`src/rtl/riscv_pkg.sv`:
```
// Shared types for the fetch slice: XLEN, instruction word type, NOP,
// fetch FSM states and the buffered instruction entry.
package riscv_pkg;

   localparam int XLEN = 32;

   typedef logic [31:0] cmd_t;

   localparam cmd_t NOP = 32'h0000_0013;

   typedef enum logic [1:0] {
      F_RESET,
      F_REQ,
      F_WAIT,
      F_DROP
   } fetch_state_e;

   typedef struct packed {
      cmd_t            instr;
      logic [XLEN-1:0] pc;
   } fetch_entry_t;

   function automatic logic [XLEN-1:0] word_align(input logic [XLEN-1:0] addr);
      return {addr[XLEN-1:2], 2'b00};
   endfunction

endpackage

```
`src/rtl/fetch_fifo.sv`:
```
// Instruction buffer between fetch and decode: synchronous push/pop/flush,
// head is always visible, flush has priority over push and pop.
module fetch_fifo
   import riscv_pkg::*;
#(
   parameter int           DEPTH       = 2,
   parameter fetch_entry_t RESET_ENTRY = '0,
   localparam int          AW          = (DEPTH > 1) ? $clog2(DEPTH) : 1,
   localparam int          CW          = $clog2(DEPTH) + 1
) (
   input  logic         clk,
   input  logic         rst_n,
   input  logic         push,
   input  fetch_entry_t push_data,
   input  logic         pop,
   input  logic         flush,
   output fetch_entry_t head,
   output logic [CW-1:0] count,
   output logic [CW-1:0] count_next
);

   fetch_entry_t  mem [DEPTH];
   logic [AW-1:0] wr_ptr;
   logic [AW-1:0] rd_ptr;
   logic          do_push;
   logic          do_pop;

   assign do_pop  = pop && (count != '0);
   assign do_push = push && ((count != CW'(DEPTH)) || do_pop);
   assign head    = mem[rd_ptr];

   always_comb begin
      if (flush) begin
         count_next = '0;
      end else begin
         count_next = count + CW'(do_push) - CW'(do_pop);
      end
   end

   // Entries reset to a known NOP so the head output is defined out of reset.
   always_ff @(posedge clk or negedge rst_n) begin
      if (!rst_n) begin
         for (int i = 0; i < DEPTH; i++) begin
            mem[i] <= RESET_ENTRY;
         end
         wr_ptr <= '0;
         rd_ptr <= '0;
         count  <= '0;
      end else begin
         count <= count_next;
         if (flush) begin
            wr_ptr <= '0;
            rd_ptr <= '0;
         end else begin
            if (do_push) begin
               mem[wr_ptr] <= push_data;
               wr_ptr      <= wr_ptr + AW'(1);
            end
            if (do_pop) begin
               rd_ptr <= rd_ptr + AW'(1);
            end
         end
      end
   end

endmodule

```
`src/rtl/instr_fetch.sv`:
```
// Instruction fetch: one-outstanding-request memory FSM with redirect
// handling, feeding decode through a small instruction buffer.
module instr_fetch
   import riscv_pkg::*;
#(
   parameter logic [XLEN-1:0] RESET_VECTOR = 32'h0000_0000,
   parameter int              FIFO_DEPTH   = 2
) (
   input  logic            clk,
   input  logic            rst_n,
   output logic            imem_req_o,
   output logic [XLEN-1:0] imem_addr_o,
   input  logic            imem_gnt_i,
   input  logic            imem_rvalid_i,
   input  logic [31:0]     imem_rdata_i,
   input  logic            redirect_i,
   input  logic [XLEN-1:0] redirect_pc_i,
   output cmd_t            instr_o,
   output logic [XLEN-1:0] pc_o,
   output logic [XLEN-1:0] pc_plus4_o,
   output logic            valid_o,
   input  logic            ready_i,
   output fetch_state_e    dbg_state
);

   localparam int           CW          = $clog2(FIFO_DEPTH) + 1;
   localparam fetch_entry_t RESET_ENTRY = '{instr: NOP, pc: RESET_VECTOR};

   fetch_state_e    state;
   fetch_state_e    state_d;
   logic [XLEN-1:0] pc;
   logic [XLEN-1:0] pc_d;
   logic [XLEN-1:0] issued_pc;
   logic [XLEN-1:0] target;
   logic            granted;
   logic            push;
   logic            req_d;
   fetch_entry_t    push_data;
   fetch_entry_t    head;
   logic [CW-1:0]   count;
   logic [CW-1:0]   count_next;

   assign granted   = imem_req_o && imem_gnt_i;
   assign target    = word_align(redirect_pc_i);
   assign push_data = '{instr: imem_rdata_i, pc: issued_pc};
   assign dbg_state = state;

   always_comb begin
      state_d = state;
      pc_d    = pc;
      push    = 1'b0;
      unique case (state)
         F_RESET: begin
            state_d = F_REQ;
            if (redirect_i) pc_d = target;
         end
         F_REQ: begin
            if (redirect_i) begin
               pc_d    = target;
               state_d = granted ? F_DROP : F_REQ;
            end else if (granted) begin
               pc_d    = pc + XLEN'(4);
               state_d = F_WAIT;
            end
         end
         F_WAIT: begin
            if (redirect_i) begin
               pc_d    = target;
               state_d = imem_rvalid_i ? F_REQ : F_DROP;
            end else if (imem_rvalid_i) begin
               push    = 1'b1;
               state_d = F_REQ;
            end
         end
         F_DROP: begin
            if (redirect_i) pc_d = target;
            // The stale response retires the outstanding request even if a
            // new redirect lands in the same cycle, so no response is awaited.
            if (imem_rvalid_i) state_d = F_REQ;
         end
      endcase
   end

   assign req_d = (state_d == F_REQ) && (count_next < CW'(FIFO_DEPTH));

   always_ff @(posedge clk or negedge rst_n) begin
      if (!rst_n) begin
         state       <= F_RESET;
         pc          <= RESET_VECTOR;
         issued_pc   <= RESET_VECTOR;
         imem_req_o  <= 1'b0;
         imem_addr_o <= RESET_VECTOR;
      end else begin
         state       <= state_d;
         pc          <= pc_d;
         imem_req_o  <= req_d;
         imem_addr_o <= pc_d;
         if ((state == F_REQ) && granted) issued_pc <= pc;
      end
   end

   fetch_fifo #(
      .DEPTH       (FIFO_DEPTH),
      .RESET_ENTRY (RESET_ENTRY)
   ) u_fifo (
      .clk        (clk),
      .rst_n      (rst_n),
      .push       (push),
      .push_data  (push_data),
      .pop        (ready_i),
      .flush      (redirect_i),
      .head       (head),
      .count      (count),
      .count_next (count_next)
   );

   assign valid_o    = (count != '0);
   assign instr_o    = head.instr;
   assign pc_o       = head.pc;
   assign pc_plus4_o = head.pc + XLEN'(4);

endmodule

```
`config.mk`:
```
export PLATFORM = sky130hd
export DESIGN_NAME = instr_fetch
export DESIGN_NICKNAME = d
export VERILOG_FILES = /design/src/rtl/riscv_pkg.sv /design/src/rtl/fetch_fifo.sv /design/src/rtl/instr_fetch.sv
export SDC_FILE = /design/constraint.sdc
export NUM_CORES = 1
export LEC_CHECK = 0
export ABC_CLOCK_PERIOD_IN_PS = 3460
export CAP_MARGIN = 30
export CORE_MARGIN = 1.5
export CORE_UTILIZATION = 50
export CTS_CLUSTER_SIZE = 28
export DETAILED_ROUTE_END_ITERATION = 6
export MAX_ROUTING_LAYER = met4
export PLACE_DENSITY = 0.88
export RECOVER_POWER = 50
export SLEW_MARGIN = 30
export SYNTH_ARGS = -nofsm -noshare
export SYNTH_HDL_FRONTEND = slang
export SYNTH_SLANG_ARGS = --single-unit
```
`constraint.sdc`:
```
create_clock -name clk -period 3.46 [get_ports clk]
set_clock_uncertainty 0.05 [all_clocks]
set_input_delay 0.346 -clock clk [delete_from_list [all_inputs] [get_ports clk]]
set_output_delay 0.346 -clock clk [all_outputs]
set_load 0.1 [all_outputs]
```
* Word level (Yosys, flattened, before mapping)
Cells that the tools add are included.
Storage, ports and cells: flip-flop bits (word level) 199, input bits 70, output and inout bits 132, logic and storage cells 70
Cells by class: add/sub/neg operators 6, order comparisons 4, eq/ne operators 7, multiplexer cells 25, bitwise operators 3, reduce and logical (&&, ||, !) cells 14
Operators with widths (number):
- 64-bit 2-to-1 mux | 4
- 128-bit bitwise mux | 1
- 32-bit 2-to-1 mux | 3
- 32-bit by 3-bit adder with 32-bit output, second input constant | 2
- 64-bit demux with 1-bit select | 1
- 32-bit one-hot mux with 2 select lines | 1
- 2-bit 2-to-1 mux | 7
- 2-bit one-hot mux with 4 select lines | 1
- 1-bit 2-to-1 mux | 7
- 1-bit logical AND | 6
- 2-bit nonzero test | 3
- 2-bit by 1-bit == test with 1-bit output, second input constant | 2
- 2-bit == test, second input constant | 2
- 2-bit >= comparator, second input constant | 2
- 1-bit NOT with 2-bit output | 2
- 2-bit AND reduction | 2
- 3-bit != test, second input constant | 1
- 3-bit OR reduction | 1
- 1-bit adder, second input constant | 2
- 2-bit by 1-bit adder with 2-bit output | 1
- 2-bit logical NOT | 1
- 2-bit by 1-bit less-than comparator with 1-bit output, second input constant | 1
- 2-bit less-than comparator, second input constant | 1
- 2-bit by 1-bit != test with 1-bit output, second input constant | 1
- 4 further kinds | 4

* Depth between registers and ports, before layout
Gate-level depths: netlist of run 1.
depth in word-level cells 9, gate-level depth with buffers 13, depth with buffers taken out 8

* Hierarchy
Synthesis of run 1 repeated with hierarchy kept, for this count alone.
Unflattened totals: cells, all modules 804, area, all modules 9630.5 um2
Modules (own cells, without submodules):
- fetch_fifo | times used 1, cells an instance 363, area each 5977.0 um2, seq. area each 3310.7 um2
- instr_fetch | times used 1, cells an instance 441, area each 3653.5 um2, seq. area each 1576.5 um2

* Worst setup path before layout of run 1
Ideal clock, no wire load.
path type register to output, start reg u_fifo.rd_ptr, end out pc_plus4_o[24], arrival 6.272 ns, data required time 3.064 ns, setup slack -3.208 ns, cell stages (with the launch flop) 13, path buffers 4, path through dfrtp_1 > buf_6 > buf_4 > buf_2 > buf_2 > mux2i_1 > inv_1 > ha_1 > inv_1 > a211oi_2 > nand3_2 > nor2_1 > xnor2_1
Between the ends: cells in the longest elaborated chain, start to end 5
RTL lines:
- from (decl) | RTL line fetch_fifo.sv:24 | logic [AW-1:0] rd_ptr;
- from (signal assigned) | RTL line fetch_fifo.sv:60 | rd_ptr <= rd_ptr + AW'(1);
- 1-bit NOT with 2-bit output (implied by the code) | RTL line fetch_fifo.sv:30 | assign head = mem[rd_ptr];
- 64-bit 2-to-1 mux (implied by the code) (3 in series) | RTL line fetch_fifo.sv:30
- via pc_o[2] | RTL line instr_fetch.sv:19 | output logic [XLEN-1:0] pc_o,
- 32-bit by 3-bit adder with 32-bit output | RTL line instr_fetch.sv:120 | assign pc_plus4_o = head.pc + XLEN'(4);
- to (decl) | RTL line instr_fetch.sv:20 | output logic [XLEN-1:0] pc_plus4_o,
The timed path passes the listed nets, and every way through them passes these cells. The select of a mux whose other input is x is not followed.

* Worst setup path in the final report of run 1
start reg u_fifo.rd_ptr, end out pc_plus4_o[20]
Between the ends: cells in the longest elaborated chain, start to end 5
RTL lines (RTL line):
- 1-bit NOT with 2-bit output (implied by the code) | fetch_fifo.sv:30
- 64-bit 2-to-1 mux (implied by the code) (3 in series) | fetch_fifo.sv:30
- 32-bit by 3-bit adder with 32-bit output | instr_fetch.sv:120
No other way between the ends. The select of a mux whose other input is x is not followed.

==> impl_metrics.tcl, run 1 <==
set metrics [dict create \
    synth.distinct_cells 69 \
    fin_nets 1095 \
    insertion_delay_ps 430 \
    crit_family "flip-flops" \
    cp_num_buf_inv 3 \
    num_rows 50 \
    timing.final.hold_violations 0 \
    ys_seq_area_share_pct 50.3 \
    layout-drive-gt1-share_pct 35.2 \
    cts-buffers-inserted 17 \
    min_period_over_period_pct 95.9 \
    setup_viol 0 \
    die_x_um 141 \
    yosysTopAreaCell "dfrtp_1" \
    syn_inst 836 \
    synthTopCellsByArea "dfrtp_1 (49%), mux2_2 (20%), nand2_1 (5.1%), xnor2_1 (1.9%), dfstp_2 (1.7%)" \
    first_pass_iters 4 \
    track_usage_pct 24.5 \
    violations "capacitance limit, slew limit" \
    grt_max_degree 96 \
    crit_type "reg2out" \
    synth_edf_count 0 \
    cts_sinks 191 \
    wire_per_inst_um 18.1 \
    antenna_found_initial 0 \
    grt_overflow 0 \
    worstPathMaxFanout 18 \
    synth_common_cells "dfrtp_1 (185), mux2_2 (173), nand2_1 (129), nor2_1 (31)" \
    avgSynthCellArea_um2 11.4 \
    status "finished, violations left" \
    synth-seq-cells 191 \
    grt_setup_unrepaired "no" \
    area_growth_pct 33.0 \
    cp_num_cells 9 \
    worst_pin_slew_ps 1740 \
    end_kind "output port" \
    synth_async_sr_flop_share_pct 100 \
    fmax_mhz 301 \
    maxCapViolations 4 \
    reg2reg_depth 6 \
    drc 0 \
    hold_path.class "in2reg" \
    ios 202 \
    slowest_stage "dfrtp_4" \
    fp.dieArea_mm2 0.0199 \
    wl_um 23000 \
    cp.required_ps 3060 \
    grt_pass1_wl_um 37200 \
    vias 7230 \
    path_clk_slew_ps 70 \
    fp.dieH_um 141 \
    vias_per_cell 5.70 \
    htreeDepth 4 \
    clockRootBuffer "clkbuf_16" \
    fillers 1366 \
    path_cells "mux2i_4, clkinvlp_4, ha_4, inv_2, a211oi_4, and2_4, nand4_1, xnor2_4, buf_12" \
    drv_slew 136 \
    synth_top_area_share_pct 48.7 \
    cts_buffer_depth 2 \
    min_delay_path_depth 3 \
    multi_input_area_mm2 0.00478 \
    antenna_cells 0 \
    antenna_left 0 \
    yosysWarnings 0 \
    portBuffers 193 \
    min_period_ps 3320 \
    first_iter_violations 566 \
    place_ws_ps 400 \
    cp_data_arrival_time_ps 2920 \
    start_kind "register" \
    tritoncts "done" \
    core_area_mm2 0.0187 \
    syn-cell-area_mm2 0.00951 \
    synth_ff_type "dfrtp_1" \
    slew_headroom_pct -16.1 \
    finalWeightedCongestion 0.916 \
    final.setup.worst_slack_ps 142 \
    slowest_delay_ps 600 \
    yosysMostFrequentCell "dfrtp_1" \
    dp_hpwl_um 16300 \
    regArea_mm2 0.00479 \
    grt_pass1_vias 7210 \
    postCtsSetupBuffers 0 \
    initial_utilization_pct 50.8 \
]
## routing by layer
layer,share of wire (%),vias to the layer above,GRT usage [%]
li1,-,3313,-
met1,43,3547,32.2
met2,47,341,38.1
met3,7.9,29,5.33
met4,1.8,0,7.62
met5,0,-,-
## logic make-up (layout without fill, tap and decap cells)
| kind of cell | Yosys count | after routing | share of synthesized area (%) |
|---|---|---|---|
| AOI/OAI and AO/OA | 98 | 98 | 7.12 |
| xor gates and xnor gates | 32 | 32 | 2.95 |
| adders and majority gates | 4 | 4 | 0.526 |
| buffers and inverters | 68 | 261 | 3.58 |
| DFF | 191 | 191 | 50.3 |
| muxes | 184 | 184 | 21.7 |
| other | 1 | 6 | 0.0394 |
| and+or+nand+nor | 258 | 258 | 13.8 |
## metrics by stage
stage	cells	TNS [ps]	hold slack [ps]	utilization [%]	cell area [um^2]
floorplan	841	-9180	0.409	-	9930
CTS	1268	0	430	68.0	12700
finish	1268	0	442	67.6	12600
global route	1268	0	437	67.6	12600
detailed placement	1235	0	438	65.0	12200
global placement	1235	0	427	65.0	12200
## registers in the layout, summed over array words and instances (netlist names)
name,count
u_fifo.mem,124
imem_req_o,1
u_fifo.wr_ptr,1
pc,30
u_fifo.rd_ptr,1
u_fifo.count,2
dbg_state,2
issued_pc,30
## worst min-delay path, stage by stage
cell             delay (ps)
clkdlybuf4s50_1         400
nand2_1                  60
a31oi_1                  70
## layout by cell type, fill, tap and decap left out, types with 9 or more instances in the layout
| cell type | n |
|---|---|
| dfrtp_1 | 184 |
| mux2_2 | 173 |
| nand2_1 | 128 |
| clkdlybuf4s50_1 | 100 |
| buf_4 | 62 |
| nor2_1 | 30 |
| buf_12 | 29 |
| a21oi_1 | 27 |
| nand3_1 | 26 |
| o21ai_0 | 21 |
| inv_1 | 17 |
| clkbuf_16 | 17 |
| nand4_1 | 16 |
| clkbuf_1 | 14 |
| o22ai_1 | 11 |
| mux2i_1 | 9 |
## final timing paths
kind / from / end / slack (ps)
worst max-delay path: u_fifo.rd_ptr$_DFFE_PN0P_ / pc_plus4_o[20] / 140
min in group asynchronous: rst_n / u_fifo.mem[47]$_DFFE_PN0P_ / 500
worst min register to register: issued_pc[19]$_DFFE_PN0P_ / issued_pc[19]$_DFFE_PN0P_ / 450
worst max register to register: dbg_state[0]$_DFF_PN0_ / pc[9]$_DFFE_PN0P_ / 560
max in group asynchronous: rst_n / u_fifo.mem[29]$_DFFE_PN0P_ / 590
worst min-delay path: redirect_pc_i[5] / pc[5]$_DFFE_PN0P_ / 440
## final cells by class
cell class | count | share of cell area, %
sequential | 191 | 37.9
multi-input combinational | 582 | 37.8
timing repair buffer | 209 | 17.0
clock buffer | 19 | 3.50
tap | 234 | 2.31
clock inverter | 13 | 0.910
inverter | 20 | 0.623
## what timing repair did
action / 4_1_cts / 5_1_grt
hold buffers: 1 / 0
resized for setup: 1 / 1
setup endpoints to repair: 3 / 1
endpoints found under the hold margin: 8 / 0
cloned: 0 / 0
Power of run 1 is not shown: default switching activity piles up to over one toggle a cycle in this logic, so the estimate is an artifact.
==> run 2, diff against run 1 <==
DONT_BUFFER_PORTS = 1   (was unset)
GPL_TIMING_DRIVEN = 0   (was unset)
PLACE_DENSITY = 0.74   (was 0.88)
==> impl_metrics.tcl, run 2 (synthesis gave the netlist of run 1 again) <==
set metrics [dict create \
    status "finished, violations left" \
    violations "hold timing, capacitance limit, slew limit, setup timing" \
    min_period_ps 4510 \
    grt_pass1_vias 6884 \
    area_growth_pct 22.8 \
    first_pass_iters 4 \
    wl_um 24300 \
    finalNonFillerCells 1155 \
    cp_num_buf_inv 5 \
    track_usage_pct 25.7 \
    worst_pin_slew_ps 1590 \
    hold_path.class "in2async" \
    top_regs "u_fifo.mem x124, issued_pc x30, pc x30" \
    vias 6783 \
    drc 0 \
    vias_per_cell 5.87 \
    start_kind "register" \
    antenna_left 0 \
    hold_ws_ps -443 \
    fin_nets 982 \
    tritoncts "done" \
    core_area_mm2 0.0187 \
    cts_sinks 191 \
    die_x_um 141 \
    maxCapViolations 1 \
    layout_common_cells "dfrtp_1 (184), mux2_2 (165), nand2_1 (127)" \
    htreeDepth 4 \
    slowest_stage "clkinvlp_4" \
    cts-buffers-inserted 17 \
    antenna_cells 0 \
    fmax_mhz 222 \
    timing.final.hold_violations 191 \
    finalWeightedCongestion 0.985 \
    setup_viol 25 \
    final.setup.worst_slack_ps -1050 \
    portBuffers 0 \
    grt_pass1_wl_um 38100 \
    clockRootBuffer "clkbuf_16" \
    path_clk_slew_ps 70 \
    grt_max_degree 192 \
    end_kind "output port" \
    path_cells "buf_8, buf_12, buf_16, mux2i_4, clkinvlp_4, ha_4, inv_4, a211oi_4, nand3_4, nor3_4, xor2_4" \
    tns_ps -17090 \
    grt_setup_unrepaired "yes" \
    first_iter_violations 403 \
    worstPathMaxFanout 4 \
    cp_data_arrival_time_ps 4110 \
    dp_hpwl_um 17100 \
    min_period_over_period_pct 130 \
    cts_buffer_depth 2 \
    fillers 1469 \
    place_inst 1085 \
    fp.dieH_um 141 \
    top_register "u_fifo.mem" \
    crit_type "reg2out" \
    slowest_delay_ps 780 \
    grt_overflow 0 \
    cp.required_ps 3060 \
    crit_family "buffers and inverters" \
    final_common_cell "dfrtp_1" \
    wire_per_inst_um 21.1 \
    drv_slew 2 \
    ios 202 \
    slew_headroom_pct -6.12 \
    place_ws_ps -1190 \
    insertion_delay_ps 430 \
    antenna_found_initial 0 \
    fp.dieArea_mm2 0.0199 \
    num_rows 50 \
    largest_register_ffs 124 \
    layout-drive-gt1-share_pct 35.8 \
    initial_utilization_pct 50.8 \
]
==> run 2: cell types whose count changed in the layout (fill, tap and decap cells not counted), moves of 7 or more <==
cell,previous run,this run
buf_6,0,8
xnor2_4,8,15
buf_2,0,10
buf_4,62,26
clkdlybuf4s50_1,100,0
clkbuf_1,14,27
mux2_2,173,165
mux2_1,0,7
buf_12,29,1
dlygate4sd3_1,1,17
==> run 2: per-layer routing <==
metal / global-route usage, % / up-vias / routed length (um)
met2: 40.0 / 260 / 11600
met5: - / - / 0
li1: - / 3094 / -
met4: 9.38 / 0 / 562
met1: 32.8 / 3390 / 10100
met3: 6.59 / 39 / 1970
==> run 2: repair_timing <==
item                                    in CTS  in global routing
pin swaps                                   20                 24
hold buffers                                13                  4
endpoints found under the setup margin      26                 21
endpoints found under the hold margin      206                195
resized for setup                           40                 14
setup buffers                               10                  9
==> run 2: worst reg2reg max path: stages (launching register included) <==
cell,delay [ps]
dfrtp_1,1080
nand4_1,230
a21oi_1,410
nor2b_1,190
clkbuf_1,580
buf_4,330
mux2_2,360
==> run 2: layout make-up <==
type | count | area, um^2 | share of cell area, %
Buffer | 46 | 300 | 2.57
Clock buffer | 22 | 454 | 3.89
Clock inverter | 10 | 161 | 1.38
Inverter | 20 | 92.6 | 0.793
Multi-Input combinational cell | 582 | 5110 | 43.7
Sequential cell | 191 | 4790 | 41.0
Tap cell | 234 | 293 | 2.51
Timing Repair Buffer | 50 | 482 | 4.13
==> run 2: path summary, 6_finish.rpt <==
path	start	end	slack, ps	depth (start not counted)
worst max-delay path	u_fifo.rd_ptr$_DFFE_PN0P_	pc_plus4_o[28]	-1050	11
worst min-delay path	rst_n	u_fifo.mem[116]$_DFFE_PN0P_	-440	0
worst max register to register	dbg_state[1]$_DFF_PN0_	u_fifo.mem[72]$_DFFE_PN0P_	130	6
worst min register to register	u_fifo.mem[29]$_DFFE_PN0P_	u_fifo.mem[29]$_DFFE_PN0P_	450	1
max in group asynchronous	rst_n	u_fifo.mem[36]$_DFFE_PN1P_	3460	0
min in group clk	imem_rdata_i[25]	u_fifo.mem[121]$_DFFE_PN0P_	20	1
==> run 2: metrics by stage <==
step           util (%)  hold WS (ps)  instance area [um^2]
2_1_floorplan         -         0.409                  9930
5_1_grt            62.4          -465                 11700
6_report           62.4          -443                 11700
4_1_cts            61.9          -458                 11600
3_5_place_dp       56.6          6.95                 10600
3_3_place_gp       54.7          4.90                 10200
Power of run 2 is left out for the same reason.
